--- src/rtl/droplet_mux_ctrl.sv ---
// droplet_mux_ctrl: two-channel droplet MUX valve controller.
// Arbitrates between two mixer paths and sequences one transfer into the
// cell trap as IDLE -> SETTLE -> LOAD -> GAP.
// Optional feature: define DROPLET_MUX_CTRL_COUNT_EN to add the per-channel
// saturating completed-transfer counters cnt1/cnt2.
module droplet_mux_ctrl #(
   parameter int unsigned SETTLE_CYC = 4,
   parameter int unsigned DWELL_CYC  = 16,
   parameter int unsigned GAP_CYC    = 8,
   parameter int unsigned CW         = 8
) (
   input  logic       clk,
   input  logic       rst_n,
   input  logic [1:0] req,
   input  logic       trap_ready,
   input  logic       abort,
   output logic       cp1,
   output logic       cp2,
   output logic [1:0] gnt,
   output logic       busy,
   output logic       done
`ifdef DROPLET_MUX_CTRL_COUNT_EN
   ,
   output logic [7:0] cnt1,
   output logic [7:0] cnt2
`endif
);

   // Phase counter load values; a zero-length phase still lasts one cycle.
   localparam logic [CW-1:0] SettleLd = (SETTLE_CYC == 0) ? '0 : CW'(SETTLE_CYC - 1);
   localparam logic [CW-1:0] DwellLd  = (DWELL_CYC == 0)  ? '0 : CW'(DWELL_CYC - 1);
   localparam logic [CW-1:0] GapLd    = (GAP_CYC == 0)    ? '0 : CW'(GAP_CYC - 1);

   typedef enum logic [1:0] {
      StIdle,
      StSettle,
      StLoad,
      StGap
   } state_e;

   state_e        state_q;
   logic [CW-1:0] cnt_q;
   logic          chan_q;  // channel of the transfer in flight (0 = path 1)
   logic          last_q;  // channel granted most recently
   logic          pick;
   logic          start;

   // Round-robin pick: a lone request wins outright, a tie goes to the
   // channel that was not served last.
   always_comb begin
      pick  = 1'b0;
      start = trap_ready && (req != 2'b00);
      if (req == 2'b11) begin
         pick = ~last_q;
      end else begin
         pick = req[1];
      end
   end

   // Transfer sequencer with registered valve, grant, busy and done outputs.
   always_ff @(posedge clk or negedge rst_n) begin
      if (!rst_n) begin
         state_q <= StIdle;
         cnt_q   <= '0;
         chan_q  <= 1'b0;
         last_q  <= 1'b1;  // makes channel 0 the first tie winner
         cp1     <= 1'b0;
         cp2     <= 1'b0;
         gnt     <= 2'b00;
         busy    <= 1'b0;
         done    <= 1'b0;
      end else begin
         gnt  <= 2'b00;
         done <= 1'b0;
         unique case (state_q)
            StIdle: begin
               if (start) begin
                  state_q <= StSettle;
                  cnt_q   <= SettleLd;
                  chan_q  <= pick;
                  last_q  <= pick;  // pointer moves at grant, so aborts advance it too
                  cp1     <= ~pick;
                  cp2     <= pick;
                  gnt     <= pick ? 2'b10 : 2'b01;
                  busy    <= 1'b1;
               end
            end
            StSettle: begin
               if (abort) begin
                  state_q <= StGap;
                  cnt_q   <= GapLd;
                  cp1     <= 1'b0;
                  cp2     <= 1'b0;
               end else if (cnt_q == '0) begin
                  state_q <= StLoad;
                  cnt_q   <= DwellLd;
               end else begin
                  cnt_q <= cnt_q - 1'b1;
               end
            end
            StLoad: begin
               if (abort) begin
                  state_q <= StGap;
                  cnt_q   <= GapLd;
                  cp1     <= 1'b0;
                  cp2     <= 1'b0;
               end else if (cnt_q == '0) begin
                  state_q <= StGap;
                  cnt_q   <= GapLd;
                  cp1     <= 1'b0;
                  cp2     <= 1'b0;
                  done    <= 1'b1;
               end else begin
                  cnt_q <= cnt_q - 1'b1;
               end
            end
            StGap: begin
               if (cnt_q == '0) begin
                  state_q <= StIdle;
                  busy    <= 1'b0;
               end else begin
                  cnt_q <= cnt_q - 1'b1;
               end
            end
            default: begin
               state_q <= StIdle;
               cnt_q   <= '0;
               cp1     <= 1'b0;
               cp2     <= 1'b0;
               busy    <= 1'b0;
            end
         endcase
      end
   end

`ifdef DROPLET_MUX_CTRL_COUNT_EN
   // Completed-transfer counters; chan_q still names the finished channel
   // while done is high in the first GAP cycle.
   always_ff @(posedge clk or negedge rst_n) begin
      if (!rst_n) begin
         cnt1 <= 8'd0;
         cnt2 <= 8'd0;
      end else if (done) begin
         if (!chan_q && (cnt1 != 8'hff)) begin
            cnt1 <= cnt1 + 8'd1;
         end
         if (chan_q && (cnt2 != 8'hff)) begin
            cnt2 <= cnt2 + 8'd1;
         end
      end
   end
`endif

endmodule
--- config.mk ---
export PLATFORM = sky130hd
export DESIGN_NAME = droplet_mux_ctrl
export DESIGN_NICKNAME = d
export VERILOG_FILES = /design/src/rtl/droplet_mux_ctrl.sv
export SDC_FILE = /design/constraint.sdc
export NUM_CORES = 1
export LEC_CHECK = 0
export CORE_MARGIN = 2
export CORE_UTILIZATION = 58
export CTS_BUF_LIST = sky130_fd_sc_hd__clkbuf_16
export CTS_CLUSTER_DIAMETER = 60
export DETAILED_ROUTE_END_ITERATION = 10
export PLACE_DENSITY = 0.82
export REMOVE_ABC_BUFFERS = 1
export SYNTH_ARGS = -nofsm -noshare
export SYNTH_HDL_FRONTEND = slang
export SYNTH_SLANG_ARGS = --single-unit
--- constraint.sdc ---
create_clock -name clk -period 3.9 [get_ports clk]
set_input_delay 1.17 -clock clk [delete_from_list [all_inputs] [get_ports clk]]
set_output_delay 1.17 -clock clk [all_outputs]
set_load 0.02 [all_outputs]
* Word level (Yosys, flattened, before mapping)
Index checks and enable logic that the tools add are counted.
** Operators by class
- Bitwise logic cells :: 2
- Reduce and logical (&&, ||, !) cells :: 11
- Mux-type cells :: 30
- Equality and inequality tests :: 10
- Add/sub/neg operators :: 1
** Operators with widths (count)
- 2-to-1 mux 8 bit :: 6
- case mux 8 bit (4 select lines) :: 1
- 2-to-1 mux 2 bit :: 9
- 2-to-1 mux 1 bit :: 10
- logical NOT 8 bit :: 1
- != test 2 bit, second input constant :: 4
- case mux 2 bit (4 select lines) :: 1
- AND reduction 4 bit :: 2
- subtractor 8 x 1 -> 8 bit, second input constant :: 1
- equality test 2 bit, second input constant :: 3
- != test 3 bit, second input constant :: 2
- case mux 1 bit (3 select lines) :: 2
- AND reduction 2 bit :: 2
- nonzero test 2 bit :: 2
- AND reduction 3 bit :: 1
- nonzero test 3 bit :: 1
- equality test 2 x 1 -> 1 bit, second input constant :: 1
- logical NOT 2 bit :: 1
- inverter 1 bit :: 2
- case mux 1 bit (2 select lines) :: 1
- logical AND 1 bit :: 1
** Storage, ports and cells
- Logic and storage cells :: 62
- Bits in registers :: 17
- Output and inout port bits :: 6
- Bits of input ports :: 6

* Longest topological paths before layout
Gate-level depths: netlist of the first run.
- Depth after elaboration :: 5
- Depth in mapped cells :: 6

* Worst setup path after synthesis of the first run
OpenSTA, ideal clock, no wires.
- Path kind :: in2reg
- From :: input req[1]
- To :: register cp1
- Slack :: 1616 ps
- Library setup time :: 125 ps
- Required time :: 3775 ps
- Stages :: 4
- Path buffers :: 0
- Arrival time :: 2159 ps
- Cell sequence :: o21ai_0 -> and2_1 -> or3_4 -> mux2_4
** Between the ends
- Longest elaborated chain between the ends :: 5
- Elaborated cells on any way between the ends :: 9
- Those cells by class :: 2 x eq/ne; 3 x mux; 1 x bitwise; 3 x reduce/logical
** RTL lines
- start, declared :: line 14 : input logic [1:0] req,
- equality test 2 bit :: line 53 : if (req == 2'b11) begin
- 2-to-1 mux 1 bit :: line 53
- inverter 1 bit :: line 82 : cp1 <= ~pick;
- 2-to-1 mux 1 bit :: line 77 : if (start) begin
- case mux 1 bit (3 select lines) :: line 75 : unique case (state_q)
- end signal, assigned :: line 82
- end, declared :: line 17 : output logic cp1,
Several ways; a longest one is shown, not always the timed one. The select of a mux whose other input is x is not followed.
A chain may end at the register's enable or synchronous reset.

* Worst setup path after layout of the first run
- From :: input abort
- To :: register cnt_q[5]
** Between the ends
- Longest elaborated chain between the ends :: 2
- Elaborated cells on any way between the ends :: 3
- Those cells by class :: 3 x mux
** RTL lines
- start, declared :: line 16 : input logic abort,
- 2-to-1 mux 8 bit, on equally long branches :: line 102, 89
- case mux 8 bit (4 select lines) (*) :: line 75
- end signal, assigned :: line 79 : cnt_q <= SettleLd;
- end signal, assigned :: line 104 : cnt_q <= GapLd;
- end signal, assigned :: line 109 : cnt_q <= GapLd;
- end, declared :: line 42 : logic [CW-1:0] cnt_q;
Every way passes the cells marked *; elsewhere a longest branch is shown, timed or not.

==> qor.csv, run 1 <==
stage;metric;value;unit
clocking;TritonCTS clock tree;yes;
cells_and_area;layout cells sized above 1;10.8;%
sta;Final Hold Fails;0;
clocking;clock latency at the later pin of the worst-skew pair;0.25;ns
grt;vias in the first global route;741;
grt;largest net degree at the start of global routing;18;
critical_path;Crit path arrival time;2.98;ns
clocking;CTS-repair resized insts;0;
critical_path;WP data required;4.07;ns
sta;Finish-stage setup viols;0;
sta;f_max;0.355;GHz
clocking;htree depth;1;
drt;vias post-DR;885;
logic_synthesis;top post-synthesis cells by area;dfrtp_1, ha_1, a21oi_1;
cells_and_area;Storage cell area;427;µm²
drt;wirelength, routed;2160;µm
logic_synthesis;Post-Synth XOR/XNOR Area;0.850;%
clocking;clk root buf;clkbuf_16;
cells_and_area;P&R area growth vs syn;19.9;%
cells_and_area;Diodes inserted;0;
power;Power per Cell Area;910;nW/µm²
clocking;cts hold-fix bufs;0;
die;core area;1710;µm²
critical_path;Crit-path slowest cell;a221oi_1;
clocking;clk buf depth;2;
sta;RSZ-0062 raised after global routing;no;
placed_design;Worst Setup Slack post-DPL;0.946;ns
grt;GRT Residual Overflow;0;
drt;post-route ant nets;0;
cells_and_area;Multi-input gate area;559;µm²
die;die area;2130;µm²
logic_synthesis;Compound-Gate Fraction of Synth Area;21.7;%
die;Die Span Y;46.2;µm
logic_synthesis;post-synth top area share;38.8;%
logic_synthesis;area share of fa/ha/maj cells after synthesis;7.28;%
cells_and_area;fillers;118;
sta;setup TNS;0;ns
placed_design;routability cong.;0.842;
sta;Rel. slew slack;48.3;%
logic_synthesis;Synth Area in Simple Gates;19.4;%
logic_synthesis;Netlist cell types;36;
die;# IOs;12;
drt;Pre-Repair DR Iteration Count;6;
grt;number of antenna violations at the first check in global routing;0;
cells_and_area;final net count;133;
sta;period utilization;72.3;%
job;reported max-cap violation count;0;
grt;GR Util All Layers;23.0;%
critical_path;Worst Path Buf+Inv;1;
logic_synthesis;sequential share of the synthesized area;41.4;%
critical_path;Largest stage delay, worst path;0.69;ns
drt;DRC Markers;0;
logic_synthesis;largest family of logic cells by synthesized area;compound AO/OA/AOI/OAI gates;
critical_path;CP Class;primary input to register;
critical_path;most used cell, CP;a31oi_1;
critical_path;Max Fanout on Critical Path;7;
sta;post-route setup slack;1.08;ns
grt;first-pass GRT wire length;3430;µm
logic_synthesis;Syn Inst Count;107;
drt;routed len/inst;14.9;µm
power;maximum vdd drop;0.699;mV
cells_and_area;commonest non-fill, non-tap cell in the layout;dfrtp_1;
power;cell leakage power;0.545;nW
sta;slew at the pin closest to its max-slew limit;0.775;ns
logic_synthesis;yosys warns;0;
logic_synthesis;Cell Area, Synth;1030;µm²
placed_design;Port Buffers;11;
clocking;Num CTS Buffers;3;
die;Initial Util;60.4;%
die;row count;15;
logic_synthesis;Seq cells post-synth;17;
drt;DR vias/cell;6.10;
logic_synthesis;syn_area_per_cell;9.64;µm²
clocking;Clock transition at path regs;0.05;ns
critical_path;CP endpoint kind;register;
cells_and_area;most frequent cells in the layout;dfrtp_1, clkdlybuf4s50_1, inv_1, nand2_1, nor2_1;
status;status;finished clean;
clocking;clk sink count;17;
logic_synthesis;mux contribution to synthesized area;4.98;%
sta;fin crit period;2.82;ns
drt;Detailed Route Iter0 Violations;20;
sta;Fin Clk Skew;0.00252;ns
critical_path;Setup crit start kind;primary input;
critical_path;family with the most delay on the worst path;compound AO/OA/AOI/OAI gates;
critical_path;cell chain of the critical path;clkdlybuf4s50_1, o21bai_1, a221oi_1, a31oi_1, a31oi_1;
sta;Max Slew Vio Count;0;
clocking;postcts setup bufs;0;
logic_synthesis;post-synth top area cell;dfrtp_1;
placed_design;HPWL Detailed;1570;µm
min_path;worst min path class;register to register;
die;Die W;46.2;µm
## synthesized netlist by cell type
| library cell | number |
|---|---|
| a211oi_1 | 1 |
| a21o_1 | 1 |
| a21oi_1 | 8 |
| a221oi_1 | 4 |
| a22o_1 | 2 |
| a22o_2 | 2 |
| a31oi_1 | 3 |
| a32o_1 | 1 |
| and2_1 | 2 |
| buf_6 | 1 |
| clkbuf_1 | 1 |
| dfrtp_1 | 16 |
| dfstp_2 | 1 |
| ha_1 | 6 |
| inv_1 | 8 |
| mux2_2 | 1 |
| mux2_4 | 2 |
| mux2i_1 | 1 |
| nand2_1 | 9 |
| nand2b_1 | 1 |
| nand3_1 | 3 |
| nor2_1 | 9 |
| nor2b_1 | 1 |
| nor3_1 | 6 |
| nor3b_1 | 1 |
| nor4b_4 | 1 |
| o211ai_1 | 1 |
| o21ai_0 | 5 |
| o21bai_1 | 1 |
| o311ai_0 | 1 |
| o32a_1 | 1 |
| o41ai_1 | 1 |
| or2_2 | 2 |
| or2b_1 | 1 |
| or3_4 | 1 |
| xnor2_1 | 1 |
## worst register-to-register path: cells and delay by family (launching register included)
family	cells	cell delay (ns)
simple gates	2	0.90
flops	1	0.41
mux	1	0.31
compound gates	1	0.22
fa+ha+maj	1	0.20
buf+inv	1	0.07
## path summary, 6_finish.rpt
| check | end | depth (start not counted) | startpoint | slack, ns |
|---|---|---|---|---|
| min in group asynchronous | cnt_q[0] | 1 | rst_n | 1.36 |
| hold reg to reg | cnt_q[7] | 1 | cnt_q[7] | 0.50 |
| setup / recovery | cnt_q[5] | 5 | abort | 1.08 |
| max in group asynchronous | state_q[0] | 1 | rst_n | 2.07 |
| hold / removal | cnt_q[7] | 1 | cnt_q[7] | 0.50 |
| setup reg to reg | cp1 | 6 | cnt_q[0] | 1.68 |
## metal layers
layer | routed length (µm) | up-vias | GRT usage (%)
met4 | 34 | 0 | 9.71
li1 | - | 419 | -
met5 | 0 | - | 0
met1 | 968 | 429 | 33.3
met2 | 1060 | 33 | 33.3
met3 | 101 | 4 | 4.31
## through the flow
stage / power (mW) / utilization (%) / instance area [µm²] / instances / hold WS (ns)
2_1_floorplan: 0.771 / - / 1020 / 105 / 0.473
3_3_place_gp: 0.892 / 67.8 / 1160 / 141 / 0.489
3_5_place_dp: 0.913 / 67.8 / 1160 / 141 / 0.493
4_1_cts: 1.12 / 72.4 / 1240 / 145 / 0.501
5_1_grt: 1.21 / 72.4 / 1240 / 145 / 0.510
6_report: 1.13 / 72.4 / 1240 / 145 / 0.502
## where the power goes
group / total (mW) / switching [mW] / leakage (nW) / internal, mW
sequential: 0.308 / 0.0621 / 0.215 / 0.246
combinational: 0.615 / 0.332 / 0.287 / 0.283
clock: 0.202 / 0.0656 / 0.0423 / 0.136
total: 1.13 / 0.460 / 0.545 / 0.665
## final cells by class
cell class | count | share of cell area [%]
multi-input cells | 80 | 45.2
well taps | 25 | 2.53
clock inverters | 1 | 0.304
repair buffers | 11 | 8.91
flip-flops and latches | 17 | 34.5
inverters | 8 | 2.43
clock buffers | 3 | 6.07
## registers in the layout, indices dropped and copies added (netlist names)
register / flops
cnt_q: 8
gnt: 2
state_q: 2
busy: 1
cp1: 1
cp2: 1
done: 1
last_q: 1
## cell families (layout without fill, tap and decap cells)
| family | count (synthesis) | after routing |
|---|---|---|
| adder cells (fa/ha/maj) | 6 | 6 |
| buffers and inverters | 10 | 23 |
| AO/OA/AOI/OAI | 32 | 32 |
| multiplexers | 4 | 4 |
| flip-flops | 17 | 17 |
| AND/OR/NAND/NOR | 37 | 37 |
| XOR/XNOR | 1 | 1 |
Note: power is estimated with default switching activity, not from simulation.
==> run 2, diff against run 1 <==
- CORE_UTILIZATION: 58 -> 54
- PLACE_DENSITY: 0.82 -> 0.77
- clock period: 3.9 -> 2.9 ns (I/O delays scaled with it)
==> qor.csv, run 2 (synthesis results as in run 1) <==
stage;metric;value;unit;change
drt;wirelength, routed;2260;µm;+4.7%
cells_and_area;P&R area growth vs syn;20.8;%;
cells_and_area;layout cells sized above 1;12.4;%;+1.6 points
sta;Min Hold Slack;0.505;ns;+0.00276 ns
grt;vias in the first global route;809;;+9.2%
clocking;cts hold-fix bufs;0;;unchanged
clocking;Num CTS Buffers;3;;unchanged
sta;Finish-stage setup viols;0;;unchanged
critical_path;Setup crit start kind;primary input;;
sta;Rel. slew slack;49.5;%;+1.2 points
die;Die Span Y;47.7;µm;+3.3%
grt;GR Util All Layers;22.7;%;-0.33 points
clocking;postcts setup bufs;0;;unchanged
cells_and_area;Multi-input gate area;559;µm²;unchanged
drt;Pre-Repair DR Iteration Count;4;;-2
cells_and_area;top flop regs;cnt_q x8, gnt x2, state_q x2;;
cells_and_area;most frequent cells in the layout;dfrtp_1, clkdlybuf4s50_1, nand2_1, nor2_1;;
die;core area;1760;µm²;+3.3%
drt;DR vias/cell;6.02;;-1.4%
clocking;clk buf depth;2;;unchanged
grt;number of antenna violations at the first check in global routing;0;;unchanged
placed_design;routability cong.;0.950;;+13%
clocking;CTS-repair resized insts;0;;unchanged
cells_and_area;fillers;140;;+19%
cells_and_area;max FFs per register;8;;unchanged
critical_path;WP data required;3.03;ns;-1.04 ns
sta;Max Slew Vio Count;0;;unchanged
power;Power per Cell Area;1240;nW/µm²;+36%
sta;setup TNS;0;ns;unchanged
job;reported max-cap violation count;0;;unchanged
drt;Detailed Route Iter0 Violations;37;;+85%
cells_and_area;Top reg by flops;cnt_q;;
drt;post-route ant nets;0;;unchanged
clocking;clk sink count;17;;unchanged
power;cell leakage power;0.548;nW;+0.68%
critical_path;Crit path arrival time;2.57;ns;-0.41 ns
die;# IOs;12;;unchanged
critical_path;CP endpoint kind;register;;
critical_path;CP Class;primary input to register;;
cells_and_area;Diodes inserted;0;;unchanged
sta;RSZ-0062 raised after global routing;no;;
sta;fin crit period;2.44;ns;
clocking;htree depth;1;;unchanged
sta;period utilization;84.2;%;
clocking;clock latency at the later pin of the worst-skew pair;0.24;ns;about the same
die;Initial Util;58.4;%;-1.9 points
sta;slew at the pin closest to its max-slew limit;0.755;ns;-0.0208 ns
sta;Final Hold Fails;0;;unchanged
drt;DRC Markers;0;;unchanged
placed_design;Port Buffers;11;;unchanged
cells_and_area;commonest non-fill, non-tap cell in the layout;dfrtp_1;;
clocking;TritonCTS clock tree;yes;;
clocking;clk root buf;clkbuf_16;;
drt;vias post-DR;879;;-0.68%
power;Final Power;1.54;mW;+37%
min_path;worst min path class;register to register;;
cells_and_area;final net count;134;;+0.75%
placed_design;HPWL Detailed;1540;µm;-1.5%
power;maximum vdd drop;1.01;mV;+45%
critical_path;Max Fanout on Critical Path;7;;unchanged
grt;GRT Residual Overflow;0;;unchanged
die;row count;15;;unchanged
die;die area;2270;µm²;+6.8%
drt;routed len/inst;15.5;µm;+4.0%
sta;f_max;0.410;GHz;
die;Die W;47.7;µm;+3.3%
status;status;finished clean;;
grt;largest net degree at the start of global routing;18;;unchanged
clocking;Clock transition at path regs;0.05;ns;about the same
cells_and_area;Storage cell area;427;µm²;unchanged
sta;Fin Clk Skew;0.00303;ns;+0.000512 ns
grt;first-pass GRT wire length;3590;µm;+4.8%
## run 2: cell count changes in the layout (fill, tap and decap cells not counted), sizes merged
cell	previous run	this run
inv	9	8
buf	0	1
clkinv	0	1
## run 2: metrics by stage
| stage | cell area [µm²] | worst slack [ns] | util [%] | cells |
|---|---|---|---|---|
| final | 1240 | 0.458 | 70.6 | 146 |
| after global routing | 1240 | 0.417 | 70.6 | 146 |
| after CTS | 1240 | 0.488 | 70.6 | 146 |
| after detailed placement | 1160 | 0.284 | 66.0 | 142 |
| after global placement | 1160 | 0.347 | 66.0 | 142 |
| after floorplan | 1020 | 0.916 | - | 105 |
## run 2: metal layers
layer	vias up	track usage, %	part of all wire (%)
met2	28	34.7	49
met3	6	2.64	4.5
met1	422	31.5	44
met4	0	11.4	2.2
met5	-	0	0
li1	423	-	-
## run 2: final timing paths
path / slack (ns) / startpoint / depth (start not counted) / to
min reg2reg: 0.51 / cnt_q[7] / 1 / cnt_q[7]
max in group asynchronous: 1.35 / rst_n / 1 / cnt_q[7]
min in group asynchronous: 1.07 / rst_n / 1 / done
max: 0.46 / abort / 5 / cp2
max reg2reg: 0.75 / cnt_q[0] / 6 / cp2
min: 0.51 / cnt_q[7] / 1 / cnt_q[7]
## run 2: layout make-up
cell class	instances	share of cell area (%)
Inverter	8	2.41
Tap cell	25	2.51
Clock inverter	1	0.402
Multi-Input combinational cell	80	44.9
Timing Repair Buffer	12	9.45
Clock buffer	3	6.03
Sequential cell	17	34.3
## run 2: where the power goes
part	internal, mW	switching, mW	total, mW
clock network	0.184	0.0894	0.274
logic	0.396	0.453	0.849
registers	0.331	0.0867	0.417
## run 2: worst max-delay path: stages
cell and delay, ns:
clkdlybuf4s50_1 0.62, o21bai_1 0.25, a31oi_1 0.11, or3_4 0.42
mux2_4 0.30
